===== src/rtl/rv32i_multicycle_core.sv =====
`default_nettype none
// ============================================================================
//  Module   : rv32i_multicycle_core
//  Brief    : Multicycle RV32I integer core with one unified combinational-read
//             instruction/data memory port. One instruction in flight at a
//             time, 32x32 register file, halts on EBREAK until reset.
//  Revision : 1.0 - initial release
// ============================================================================
module rv32i_multicycle_core #(
    parameter int          NREGISTER = 32,
    parameter logic [31:0] RESET_PC  = 32'h0000_0000
) (
    input  logic        clk,
    input  logic        resetn,
    output logic [31:0] address,
    output logic [31:0] data_out,
    input  logic [31:0] data_in,
    output logic        we
);

    localparam logic [6:0]  OPC_OP     = 7'h33;
    localparam logic [6:0]  OPC_OPIMM  = 7'h13;
    localparam logic [6:0]  OPC_LUI    = 7'h37;
    localparam logic [6:0]  OPC_AUIPC  = 7'h17;
    localparam logic [6:0]  OPC_LOAD   = 7'h03;
    localparam logic [6:0]  OPC_STORE  = 7'h23;
    localparam logic [6:0]  OPC_BRANCH = 7'h63;
    localparam logic [6:0]  OPC_JAL    = 7'h6F;
    localparam logic [6:0]  OPC_JALR   = 7'h67;
    localparam logic [31:0] EBREAK     = 32'h0010_0073;

    typedef enum logic [3:0] {
        FETCH, DECODE, EXEC, MEMADR, MEMRD, MEMWB, MEMWR, ALUWB, BRANCH, JUMP, HALT
    } state_t;

    state_t      state, next_state;
    logic [31:0] pc, old_pc, instr, rs1_val, rs2_val, imm, branch_target, alu_out, mdr;
    logic [31:0] regs [NREGISTER];

    logic [6:0]  opcode;
    logic [4:0]  rd, rs1, rs2;
    logic [2:0]  funct3;
    logic [31:0] imm_i, imm_s, imm_b, imm_u, imm_j, imm_sel;
    logic [31:0] alu_a, alu_b, alu_res, jump_target;
    logic        is_alu, taken;

    assign opcode = instr[6:0];
    assign rd     = instr[11:7];
    assign funct3 = instr[14:12];
    assign rs1    = instr[19:15];
    assign rs2    = instr[24:20];

    assign imm_i = {{20{instr[31]}}, instr[31:20]};
    assign imm_s = {{20{instr[31]}}, instr[31:25], instr[11:7]};
    assign imm_b = {{19{instr[31]}}, instr[31], instr[7], instr[30:25], instr[11:8], 1'b0};
    assign imm_u = {instr[31:12], 12'h000};
    assign imm_j = {{11{instr[31]}}, instr[31], instr[19:12], instr[20], instr[30:21], 1'b0};

    assign is_alu = (opcode == OPC_OP) || (opcode == OPC_OPIMM) ||
                    (opcode == OPC_LUI) || (opcode == OPC_AUIPC);

    // Immediate format selection by opcode
    always_comb begin
        imm_sel = imm_i;
        case (opcode)
            OPC_STORE:          imm_sel = imm_s;
            OPC_LUI, OPC_AUIPC: imm_sel = imm_u;
            OPC_JAL:            imm_sel = imm_j;
            default:            imm_sel = imm_i;
        endcase
    end

    // ALU: LUI/AUIPC reuse the adder with a zero or PC first operand
    always_comb begin
        alu_a   = (opcode == OPC_AUIPC) ? old_pc : ((opcode == OPC_LUI) ? 32'h0 : rs1_val);
        alu_b   = (opcode == OPC_OP) ? rs2_val : imm;
        alu_res = alu_a + alu_b;
        if (opcode == OPC_OP || opcode == OPC_OPIMM) begin
            case (funct3)
                3'd0: alu_res = (opcode == OPC_OP && instr[30]) ? alu_a - alu_b : alu_a + alu_b;
                3'd1: alu_res = alu_a << alu_b[4:0];
                3'd2: alu_res = ($signed(alu_a) < $signed(alu_b)) ? 32'd1 : 32'd0;
                3'd3: alu_res = (alu_a < alu_b) ? 32'd1 : 32'd0;
                3'd4: alu_res = alu_a ^ alu_b;
                3'd5: alu_res = instr[30] ? ($signed(alu_a) >>> alu_b[4:0]) : (alu_a >> alu_b[4:0]);
                3'd6: alu_res = alu_a | alu_b;
                default: alu_res = alu_a & alu_b;
            endcase
        end
    end

    // Branch condition and jump target from the operands latched in DECODE
    always_comb begin
        case (funct3)
            3'd0:    taken = (rs1_val == rs2_val);
            3'd1:    taken = (rs1_val != rs2_val);
            3'd4:    taken = ($signed(rs1_val) < $signed(rs2_val));
            3'd5:    taken = ($signed(rs1_val) >= $signed(rs2_val));
            3'd6:    taken = (rs1_val < rs2_val);
            3'd7:    taken = (rs1_val >= rs2_val);
            default: taken = 1'b0;
        endcase
        jump_target = (opcode == OPC_JALR) ? ((rs1_val + imm) & 32'hFFFF_FFFE) : (old_pc + imm);
    end

    // State register
    always_ff @(posedge clk) begin
        if (resetn) state <= FETCH;
        else        state <= next_state;
    end

    // Next-state logic and memory port outputs
    always_comb begin
        next_state = state;
        address    = {pc[31:2], 2'b00};
        data_out   = 32'h0;
        we         = 1'b0;
        case (state)
            FETCH:  next_state = DECODE;
            DECODE: begin
                if (instr == EBREAK) next_state = HALT;
                else begin
                    case (opcode)
                        OPC_LOAD, OPC_STORE: next_state = MEMADR;
                        OPC_BRANCH:          next_state = BRANCH;
                        OPC_JAL, OPC_JALR:   next_state = JUMP;
                        default:             next_state = EXEC;  // ALU ops and NOPs
                    endcase
                end
            end
            EXEC:   next_state = is_alu ? ALUWB : FETCH;
            MEMADR: next_state = (opcode == OPC_LOAD) ? MEMRD : MEMWR;
            MEMRD: begin
                address    = alu_out;
                next_state = MEMWB;
            end
            MEMWR: begin
                address    = alu_out;
                data_out   = rs2_val;
                we         = 1'b1;
                next_state = FETCH;
            end
            HALT:    next_state = HALT;
            default: next_state = FETCH;
        endcase
    end

    // Datapath registers and register file; only ALUWB/MEMWB/JUMP write rd
    always_ff @(posedge clk) begin
        if (resetn) begin
            pc            <= RESET_PC;
            old_pc        <= RESET_PC;
            instr         <= 32'h0;
            rs1_val       <= 32'h0;
            rs2_val       <= 32'h0;
            imm           <= 32'h0;
            branch_target <= 32'h0;
            alu_out       <= 32'h0;
            mdr           <= 32'h0;
            for (int i = 0; i < NREGISTER; i++) regs[i] <= 32'h0;
        end else begin
            case (state)
                FETCH: begin
                    instr  <= data_in;
                    old_pc <= pc;
                    pc     <= pc + 32'd4;
                end
                DECODE: begin
                    rs1_val       <= regs[rs1];
                    rs2_val       <= regs[rs2];
                    imm           <= imm_sel;
                    branch_target <= old_pc + imm_b;
                end
                EXEC:   alu_out <= alu_res;
                MEMADR: alu_out <= (rs1_val + imm) & 32'hFFFF_FFFC;
                MEMRD:  mdr <= data_in;
                MEMWB:  if (rd != 5'd0) regs[rd] <= mdr;
                ALUWB:  if (rd != 5'd0) regs[rd] <= alu_out;
                BRANCH: if (taken) pc <= branch_target;
                JUMP: begin
                    if (rd != 5'd0) regs[rd] <= old_pc + 32'd4;
                    pc <= jump_target;
                end
                default: ;
            endcase
        end
    end

endmodule
`default_nettype wire


===== config.mk =====
export PLATFORM = sky130hd
export DESIGN_NAME = rv32i_multicycle_core
export DESIGN_NICKNAME = d
export VERILOG_FILES = /design/src/rtl/rv32i_multicycle_core.sv
export SDC_FILE = /design/constraint.sdc
export NUM_CORES = 2
export LEC_CHECK = 0
export CAP_MARGIN = 30
export CORE_MARGIN = 2
export CORE_UTILIZATION = 35
export DETAILED_ROUTE_END_ITERATION = 8
export RECOVER_POWER = 25
export SETUP_SLACK_MARGIN = 0.05
export SLEW_MARGIN = 30
export SYNTH_ARGS = -nofsm -noshare
export SYNTH_HDL_FRONTEND = slang
export SYNTH_SLANG_ARGS = --single-unit

===== constraint.sdc =====
create_clock -name clk -period 7 [get_ports clk]
set_input_delay 1.05 -clock clk [delete_from_list [all_inputs] [get_ports clk]]
set_output_delay 1.05 -clock clk [all_outputs]
set_load 0.03 [all_outputs]

==> metrics <==
cts repair resizes=0; setup repair bufs after CTS=0; cell chain of the critical path=clkbuf_1 > inv_2 > buf_4 > clkbuf_1 > nand2_2 > buf_4; register area share after synthesis=45.6%; Pre-antenna DRT Iters=6; outcome=finished, violations left; Core ar.=228000 sq um; global-route wire length before repair=508 mm; WL final=368 mm; Die Height=483 um; Critical Path Fanout Max=42; Max Cap Viol=18; area delta synth->final=11.8%; die width=483 um; via count=67800; Mapped Avg Cell Area=10.5 sq um; drt via density=6.39; clk sink count=1316; Worst Max-Slew Pin Slew=3.99 ns; Reg clk slew, reported paths=0.06 ns; clock latency on the worst-skew pair=0.83 ns; site row count=175; initial antenna violation count=32; largest buffer count on any clock path=3; Post-synth EDFFs=1024; Pwr per Cell Area=277 nW/um^2; Hold Violations, Final=0; port bufs=98; failing checks=capacitance limit, slew limit; max reg flops=1024; Util after Layout=39.4%; Lkg Pwr=30.4 nW; Netlist cell types=101; Synth async-reset ratio=0%; CP startpoint kind=input pin; Iter 0 DRT Violations=9904; peak supply drop=0.212 mV; Setup Viol. Count Final=0; Crit path max-delay family=buffers and inverters; layout net count=7738; residual DRC count=0; crit path buf inv count=5; Post-DRT Antenna Nets=0; Max Slew Vio Count=644; CP Capture Type=register; Primary FF master, synth=edfxtp_1; Min Clock Period, post-route=6.74 ns; Synth Warn #=0; Clock Skew=0.0694 ns; global placement routability congestion=1.05; CP peak stage delay=2.24 ns; largest register by flop count=regs; initial core utilization=35.3%; wire per inst=34.6 um; pre-CTS setup slack=1.22 ns; non-filler cells, final=10600; Total GRT Usage=30.7%; Syn Inst Count=7611; share of cells above drive strength 1=15.8%; post-synthesis register bit count=1316; IO Pins=99; Num CTS Buffers=146; HP Class=reg2reg; Critical Path AT=7.24 ns; slowest CP cell=clkbuf_1; relative slew slack=-166%; cts hold-fix bufs=0; CTS tree=yes; largest net degree at the start of global routing=171; worst path required time=7.50 ns; final cycle utilization of the critical path=96.3%; setup TNS=0 ns; post-placement cell count=10300; WS Path Type=in2reg; grt total ovfl=0; DPL Wire Length=248 mm; fin worst setup slack=0.258 ns; CTS H-tree depth=4; RSZ-0062 raised after global routing=no; maximum clock frequency=148 MHz; Root Buffer=clkbuf_16; Netlist Area Pre-Place=80300 sq um; Die Area=233000 sq um; vias in the first global route=65000
[final timing paths]
path | startpoint | slack, ns | endpoint | cells after the start
max | resetn | 0.26 | regs[1][13]$_SDFFCE_PN0P_ | 6
min reg2reg | branch_target[7]$_SDFFE_PP0P_ | 0.45 | branch_target[7]$_SDFFE_PP0P_ | 2
min | branch_target[7]$_SDFFE_PP0P_ | 0.45 | branch_target[7]$_SDFFE_PP0P_ | 2
max reg2reg | state[1]$_SDFF_PP0_ | 0.33 | alu_out[30]$_SDFFE_PP0P_ | 9
[worst register-to-register path, stage by stage, from the launching register on]
cell and delay (ns):
dfxtp_1 0.33, clkbuf_1 1.71, and2_2 0.40, clkbuf_1 1.87, nand2_1 0.12, clkbuf_1 0.90
o21ai_0 0.63, nor3_1 0.11, mux2_2 0.28, o221a_1 0.19
[cells in the mapped netlist (57+ instances only)]
master | instances | area (sq um)
dfxtp_1 | 292 | 5850
xnor2_1 | 107 | 937
ha_1 | 221 | 2770
nor2b_1 | 58 | 363
edfxtp_1 | 1024 | 30700
and3_1 | 76 | 475
nor3_1 | 169 | 846
nand2_1 | 552 | 2070
o221ai_1 | 86 | 753
a21o_1 | 79 | 593
buf_1 | 74 | 278
nor2_1 | 1448 | 5440
nand3_1 | 81 | 405
xor2_1 | 57 | 499
a211oi_1 | 127 | 953
inv_1 | 150 | 563
mux2_2 | 144 | 1620
mux2i_1 | 364 | 3640
o22ai_1 | 101 | 632
a21oi_1 | 541 | 2710
mux4_2 | 452 | 10200
clkbuf_1 | 538 | 2020
a31oi_1 | 58 | 363
o21ai_0 | 262 | 1310
[per-stage QoR]
stage | hold WS (ns) | area, sq um | power [mW]
4_1_cts | 0.454 | 89900 | 24.7
6_report | 0.454 | 89800 | 24.9
5_1_grt | 0.468 | 89800 | 25.6
2_1_floorplan | 0.427 | 80400 | 13.9
3_5_place_dp | 0.446 | 85200 | 17.0
3_3_place_gp | 0.437 | 85100 | 17.0
[area by class of cell]
cell class	instances	area (sq um)
antenna	12	30.0
clock buffer	191	3900
clock inverter	75	798
fill	22000	138000
inverter	158	596
multi-input combinational	5507	41100
sequential	1316	36600
tap	3009	3760
timing repair buffer	349	2960
[power by group]
| group | switching [mW] | total [mW] | internal, mW |
|---|---|---|---|
| sequential | 0.691 | 9.50 | 8.81 |
| clock | 3.52 | 7.74 | 4.22 |
| combinational | 5.07 | 7.66 | 2.59 |
| total | 9.28 | 24.9 | 15.6 |
[layer usage]
layer / share of wire, % / routed length [um] / track usage, %
met4: 6.3 / 23200 / 16.5
met5: 0.059 / 217 / 0
met1: 39 / 142000 / 40.4
met2: 44 / 161000 / 46.5
met3: 11 / 41500 / 7.83
[logic make-up (layout without fill, tap and decap cells)]
kind of cell | Yosys count | after routing | share of synthesized area, %
buf+inv | 819 | 773 | 3.98
other cells | 1 | 44 | 0.00467
mux | 965 | 965 | 19.3
compound gates | 1564 | 1564 | 12.4
fa+ha+maj | 226 | 226 | 3.57
xor+xnor | 164 | 164 | 1.79
flops | 1316 | 1316 | 45.6
simple gates | 2556 | 2556 | 13.4
[layout by cell type (no fill, tap or decap), types with 56 or more instances in the layout]
cell type	synthesis	routed
clkdlybuf4s50_1	0	94
a211oi_1	127	127
o22ai_1	101	101
nand3_1	81	80
xnor2_1	107	103
mux4_2	452	452
clkbuf_16	0	148
nand2_1	552	495
a31oi_1	58	57
ha_1	221	221
a21oi_1	541	512
edfxtp_1	1024	1024
a21o_1	79	79
buf_4	12	211
inv_1	150	148
dfxtp_1	292	281
nor2b_1	58	56
o221ai_1	86	86
nor3_1	169	166
nor2_1	1448	1444
and3_1	76	75
o21ai_0	262	262
mux2i_1	364	364
mux2_2	144	144
(Power assumes the default switching activity.)
